## config.mk

```make
export PLATFORM = sky130hd
export DESIGN_NAME = fft_frame_feeder
export DESIGN_NICKNAME = d
export VERILOG_FILES = /design/src/rtl/fft_frame_feeder.sv
export SDC_FILE = /design/constraint.sdc
export NUM_CORES = 2
export LEC_CHECK = 0
export BUFFER_PORTS_ARGS = -buffer_cell sky130_fd_sc_hd__buf_2
export CAP_MARGIN = 20
export CORE_MARGIN = 2
export CORE_UTILIZATION = 40
export DETAILED_ROUTE_END_ITERATION = 16
export HOLD_SLACK_MARGIN = 0.06
export PLACE_DENSITY = 0.61
export SLEW_MARGIN = 5
export SYNTH_ARGS = -nofsm -noshare
export SYNTH_HDL_FRONTEND = slang
export SYNTH_SLANG_ARGS = --single-unit
```

## constraint.sdc

```tcl
create_clock -name i_clk -period 8.8 [get_ports i_clk]
set_input_delay 0.88 -clock i_clk [delete_from_list [all_inputs] [get_ports i_clk]]
set_output_delay 0.88 -clock i_clk [all_outputs]
set_load 0.02 [all_outputs]
```

## src/rtl/fft_frame_feeder.sv

```systemverilog
`timescale 1ns/1ps
// -----------------------------------------------------------------------------
// fft_frame_feeder
//
// Front end for the 64-point FFT core. It packs a valid/ready complex sample
// stream into N-sample frames held in a ping-pong buffer. For each full frame,
// once the core reports ready, it issues a one-cycle start pulse and then
// streams the N samples on N consecutive cycles.
//
// Optional feature: define FFT_FEEDER_SCALE_EN to pre-scale every sample on the
// read path by a rounded arithmetic right shift of SCALE_SHIFT bits. Stored
// samples always stay unscaled. In the default build, samples pass through
// bit-exact.
//
// Ports:
//   i_clk           system clock, all logic on the rising edge
//   i_rst_n         asynchronous active-low reset
//   i_s_valid       upstream sample valid
//   o_s_ready       feeder can accept a sample this cycle
//   i_s_real        signed upstream sample, real part (Q8.8)
//   i_s_imag        signed upstream sample, imaginary part (Q8.8)
//   i_fft_ready     FFT core idle and able to take a start
//   o_fft_start     one-cycle start pulse to the FFT core
//   o_fft_in_real   signed sample to the FFT core, real part
//   o_fft_in_imag   signed sample to the FFT core, imaginary part
//   o_frames_sent   count of completed frames sent, wraps 0xFFFF -> 0
//   o_busy          read FSM not in IDLE
// -----------------------------------------------------------------------------
module fft_frame_feeder #(
    parameter int N           = 64,
    parameter int ADDR_W      = 6,
    parameter int SCALE_SHIFT = 2,
    parameter int DATA_W      = 16
) (
    input  logic                     i_clk,
    input  logic                     i_rst_n,
    input  logic                     i_s_valid,
    output logic                     o_s_ready,
    input  logic signed [DATA_W-1:0] i_s_real,
    input  logic signed [DATA_W-1:0] i_s_imag,
    input  logic                     i_fft_ready,
    output logic                     o_fft_start,
    output logic signed [DATA_W-1:0] o_fft_in_real,
    output logic signed [DATA_W-1:0] o_fft_in_imag,
    output logic [15:0]              o_frames_sent,
    output logic                     o_busy
);

`ifdef FFT_FEEDER_SCALE_EN
    localparam bit C_SCALE_ON = 1'b1;
`else
    localparam bit C_SCALE_ON = 1'b0;
`endif

    // Rounding offset for round-half-up before the arithmetic shift.
    localparam logic signed [DATA_W:0] C_ROUND = (DATA_W+1)'(2 ** (SCALE_SHIFT - 1));

    typedef enum logic [1:0] {
        IDLE   = 2'd0,
        START  = 2'd1,
        STREAM = 2'd2
    } state_t;

    // One extra bit of headroom makes the rounding add overflow-free; after the
    // shift the result always fits back into DATA_W bits.
    function automatic logic signed [DATA_W-1:0] f_scale(input logic signed [DATA_W-1:0] x);
        logic signed [DATA_W:0] ext;
        ext = {x[DATA_W-1], x};
        ext = ext + C_ROUND;
        ext = ext >>> SCALE_SHIFT;
        f_scale = C_SCALE_ON ? ext[DATA_W-1:0] : x;
    endfunction

    // Bank b occupies entries {b, addr}.
    logic signed [DATA_W-1:0] r_mem_real [2*N];
    logic signed [DATA_W-1:0] r_mem_imag [2*N];

    logic [1:0]               r_full;
    logic                     r_wr_bank;
    logic [ADDR_W-1:0]        r_wr_addr;
    logic                     r_rd_bank;
    logic [ADDR_W-1:0]        r_rd_cnt;
    state_t                   r_state;
    logic [15:0]              r_frames_sent;
    logic                     r_fft_start;
    logic                     r_busy;
    logic signed [DATA_W-1:0] r_real_p1;
    logic signed [DATA_W-1:0] r_imag_p1;

    state_t                   w_state_nxt;
    logic [ADDR_W-1:0]        w_rd_cnt_nxt;
    logic                     w_rd_done;
    logic                     w_wr_fire;
    logic                     w_wr_last;
    logic [1:0]               w_full_set;
    logic [1:0]               w_full_clr;
    logic signed [DATA_W-1:0] w_rd_real_p0;
    logic signed [DATA_W-1:0] w_rd_imag_p0;

    // ---------------------------------------------------------------- write side
    assign o_s_ready  = !r_full[r_wr_bank];
    assign w_wr_fire  = i_s_valid && o_s_ready;
    assign w_wr_last  = w_wr_fire && (r_wr_addr == ADDR_W'(N - 1));
    assign w_full_set = {w_wr_last & r_wr_bank, w_wr_last & ~r_wr_bank};
    assign w_full_clr = {w_rd_done & r_rd_bank, w_rd_done & ~r_rd_bank};

    always_ff @(posedge i_clk) begin
        if (w_wr_fire) begin
            r_mem_real[{r_wr_bank, r_wr_addr}] <= i_s_real;
            r_mem_imag[{r_wr_bank, r_wr_addr}] <= i_s_imag;
        end
    end

    always_ff @(posedge i_clk or negedge i_rst_n) begin
        if (!i_rst_n) begin
            r_wr_addr <= '0;
            r_wr_bank <= 1'b0;
        end else if (w_wr_fire) begin
            if (w_wr_last) begin
                r_wr_addr <= '0;
                r_wr_bank <= ~r_wr_bank;
            end else begin
                r_wr_addr <= r_wr_addr + ADDR_W'(1);
            end
        end
    end

    // A set and a clear can land together only on different banks: the bank
    // being read is full, so it cannot be the one being written.
    always_ff @(posedge i_clk or negedge i_rst_n) begin
        if (!i_rst_n) begin
            r_full <= 2'b00;
        end else begin
            r_full <= (r_full | w_full_set) & ~w_full_clr;
        end
    end

    // ---------------------------------------------------------------- read FSM
    always_comb begin
        w_state_nxt  = r_state;
        w_rd_cnt_nxt = r_rd_cnt;
        w_rd_done    = 1'b0;
        case (r_state)
            IDLE: begin
                if (r_full[r_rd_bank] && i_fft_ready) begin
                    w_state_nxt = START;
                end
            end
            START: begin
                w_state_nxt  = STREAM;
                w_rd_cnt_nxt = '0;
            end
            STREAM: begin
                if (r_rd_cnt == ADDR_W'(N - 1)) begin
                    w_rd_done    = 1'b1;
                    w_state_nxt  = IDLE;
                    w_rd_cnt_nxt = '0;
                end else begin
                    w_rd_cnt_nxt = r_rd_cnt + ADDR_W'(1);
                end
            end
            default: begin
                w_state_nxt = IDLE;
            end
        endcase
    end

    always_ff @(posedge i_clk or negedge i_rst_n) begin
        if (!i_rst_n) begin
            r_state       <= IDLE;
            r_rd_cnt      <= '0;
            r_rd_bank     <= 1'b0;
            r_frames_sent <= 16'd0;
            r_fft_start   <= 1'b0;
            r_busy        <= 1'b0;
        end else begin
            r_state     <= w_state_nxt;
            r_rd_cnt    <= w_rd_cnt_nxt;
            r_fft_start <= (w_state_nxt == START);
            r_busy      <= (w_state_nxt != IDLE);
            if (w_rd_done) begin
                r_rd_bank     <= ~r_rd_bank;
                r_frames_sent <= r_frames_sent + 16'd1;
            end
        end
    end

    // ---------------------------------------------------------------- stage p0: buffer read
    // Addressed with the next read count so sample k is registered out in the
    // (k+1)-th cycle after the start cycle.
    assign w_rd_real_p0 = r_mem_real[{r_rd_bank, w_rd_cnt_nxt}];
    assign w_rd_imag_p0 = r_mem_imag[{r_rd_bank, w_rd_cnt_nxt}];

    // ---------------------------------------------------------------- stage p1: output register
    always_ff @(posedge i_clk or negedge i_rst_n) begin
        if (!i_rst_n) begin
            r_real_p1 <= '0;
            r_imag_p1 <= '0;
        end else if (w_state_nxt == STREAM) begin
            r_real_p1 <= f_scale(w_rd_real_p0);
            r_imag_p1 <= f_scale(w_rd_imag_p0);
        end else begin
            r_real_p1 <= '0;
            r_imag_p1 <= '0;
        end
    end

    assign o_fft_start   = r_fft_start;
    assign o_fft_in_real = r_real_p1;
    assign o_fft_in_imag = r_imag_p1;
    assign o_frames_sent = r_frames_sent;
    assign o_busy        = r_busy;

endmodule

```

==> results.md <==
- PortBufs: 86
- Hold path start: i_s_imag[10]
- Pin count of the biggest net entering global routing: approximately 160
- WL/cell: 30.9 µm
- Via Count: 97200
- Drc violations: 0
- H-tree depth: 5
- Finish-stage setup viols: 0
- Worst R2R Setup Slack: 2.97 ns
- FMAX: 0.172 GHz
- Final antenna-violating net count: 0
- Vias in the first global route: 93500
- Cts bufs inserted: 420
- Number of enable flip-flop cells after synthesis: ~4100
- Post-Syn Area: 162000 µm²
- Finished Core Util: 45.4%
- Slew @ Worst Pin: 1.23 ns
- Resize count post-CTS: 0
- Row cnt: 233
- Nets@finish: 10500
- Starting DRT DRC Count: ~14000
- Worst Clk Skew: 0.0564 ns
- Clock buffer depth: 4
- Setup Buffers After CTS: 0
- DR vias/cell: 5.99
- Worst hold slack: 0.338 ns
- Worst vdd ir: 177 µV
- Post-Syn Instances: 10400
- Die extent in x: between 600 and 700 µm
- Async SR Flop Fraction: roughly 1.6%
- Synth top area share: 76.0%
- Slew Viols, Final: 0
- Leakage power: a little under 0.06 µW
- Cts hold-fix bufs: 1
- Layout cell share with drive strength beyond 1: 11.7%
- DPL Wire Length: 265000 µm
- Final Critical Period: roughly 6 ns
- Worst setup path category: reg -> reg
- Final period util: 66.2%
- IO Count: between 80 and 90
- Crit-path max FO: 78
- Clk Tree Root Cell: clkbuf_16
- Sink Count: about 4200
- Setup crit start kind: flop
- Drt pass-1 iters: 7
- Global placer's final weighted congestion: 0.879
- Count leader, synth: edfxtp_1
- RSZ-0062 raised after global routing: no
- Max-cap viol count: 0
- Synth unique cells: 59
- GRT Residual Overflow: 0
- Clk slew on worst S/H paths: 0.06 ns
- Top_reg_cell synth: edfxtp_1
- Total Power: ~44000 µW
- Yosys top cell by area: edfxtp_1
- Critical Path End Type: flop
- Arr. time, crit path: 6.70 ns
- WL final: 502000 µm
- Synth cell count leaders: edfxtp_1, nand2_1, mux2i_1, nand3_1, nand4_1
- First-pass GRT wire length: approximately 700000 µm
- CTS tree: built
- Post-synthesis sequential area ratio: between 70% and 80%
- Clk_lat worst skew: 0.99 ns
- DP Area: 170000 µm²
- Setup total negative slack: 0 ns
- Die Height: 640 µm
- Synthesized area per cell: 15.6 µm²
- Initial antenna violation count: 42
- Synth area leaders: edfxtp_1, nand2_1, mux2i_1, nand4_1, mux4_2
- Worst hold path type: in -> reg
- Req. time, crit path: between 9 and 10 ns
- Worst slew margin: 17.9%
- P&R area growth vs syn: 13.2%
- Final Hold Fails: 0
- Mapped Nets: 10400
- Power Density: between 200 and 250 nW/µm²
- RR Startpoint: r_state[0]
- Initial Util: 40.2%
- Fin area: ~180000 µm²
- Synth Warn #: 0
- CP startpoint: r_state[0]
- Yosys reg bits: 4164
- Core Box Area: 403000 µm²
- Outcome: completed
- Total track usage: between 20% and 30%
- Die area: 410000 µm²
critical path, stage by stage (launching register included):
cell and delay, ns:
dfrtp_1 0.43, inv_1 0.11, ha_1 0.51, nand2b_1 0.19, a22o_4 0.56, buf_4 0.63, buf_4 0.83, nand2_1 0.11
a32oi_1 0.23, nand4_1 0.24, nand3_1 0.53, nand4_1 0.75, a32oi_1 0.44
flip-flops by register name, indices dropped and copies added, names as in the netlist:
| signal | cells |
|---|---|
| r_mem_imag | 2048 |
| r_state | 2 |
| r_wr_bank | 1 |
| o_fft_in_real | 16 |
| o_busy | 1 |
| r_mem_real | 2048 |
| o_frames_sent | 16 |
| r_rd_cnt | 6 |
| r_wr_addr | 6 |
| o_fft_in_imag | 16 |
| o_fft_start | 1 |
| r_rd_bank | 1 |
| r_full | 2 |
cells in the final DEF, fill, tap and decap left out, types with 20 or more instances in the layout:
master,n
nor2_4,132
o21ai_0,40
and2_1,29
o211ai_1,33
a22o_1,30
clkbuf_16,427
a211oi_1,31
a2bb2oi_1,30
nand3_1,677
edfxtp_1,4096
bufinv_16,25
clkinv_2,64
mux4_2,152
clkbuf_8,20
a31oi_1,31
nand2_1,2274
a21o_1,33
buf_4,293
mux2i_1,691
nand4_1,655
buf_2,53
a32oi_1,371
buf_12,29
diode_2,34
dfrtp_1,67
clkbuf_1,107
a21oi_1,25
a221oi_1,90
clkinv_1,87
worst paths after layout:
kind,depth (start not counted),endpoint
worst max register to register,12,o_fft_in_real[5]
worst min register to register,1,o_frames_sent[15]
min in group asynchronous,2,o_frames_sent[4]
max in group asynchronous,3,r_rd_bank
worst max-delay path,12,o_fft_in_real[5]
worst min-delay path,1,r_mem_imag[126][10]
area by class of cell:
type,count,area [µm²]
antenna,34,85.1
clock buffer,554,11400
clock inverter,213,1950
fill,34500,220000
inverter,15,88.8
multi-input combinational,5479,35000
sequential,4164,125000
tap,5405,6760
timing repair buffer,380,3140
cells by family (layout without fill, tap and decap cells):
family          after synthesis  after routing  share of synthesized area (%)
compound gates              761            761                           3.81
fa+ha+maj                     7              7                         0.0541
buf+inv                     708           1162                           1.97
xor+xnor                     18             18                         0.0974
flops                      4164           4164                           77.1
simple gates               3848           3848                           10.6
mux                         845            845                           6.40
other cells                   0             34                              0
through the flow:
stage,instances,worst slack (ns)
2_1_floorplan,10400,4.93
3_3_place_gp,15400,3.14
3_5_place_dp,15400,3.26
4_1_cts,16200,3.23
5_1_grt,16200,2.99
6_report,16200,2.97
power by group:
group          internal (µW)  leakage [µW]  switching [µW]
Combinational           1200        0.0137            3080
Clock                   9820       0.00647            7590
Sequential             22200        0.0378             225
per-layer routing:
metal | GRT usage (%) | part of all wire (%)
met1 | 32.3 | 39
met2 | 37.8 | 46
met3 | 4.88 | 11
met4 | 9.31 | 4.1
met5 | 0 | 0.0044
No activity file was read; power rests on OpenSTA's default activity.
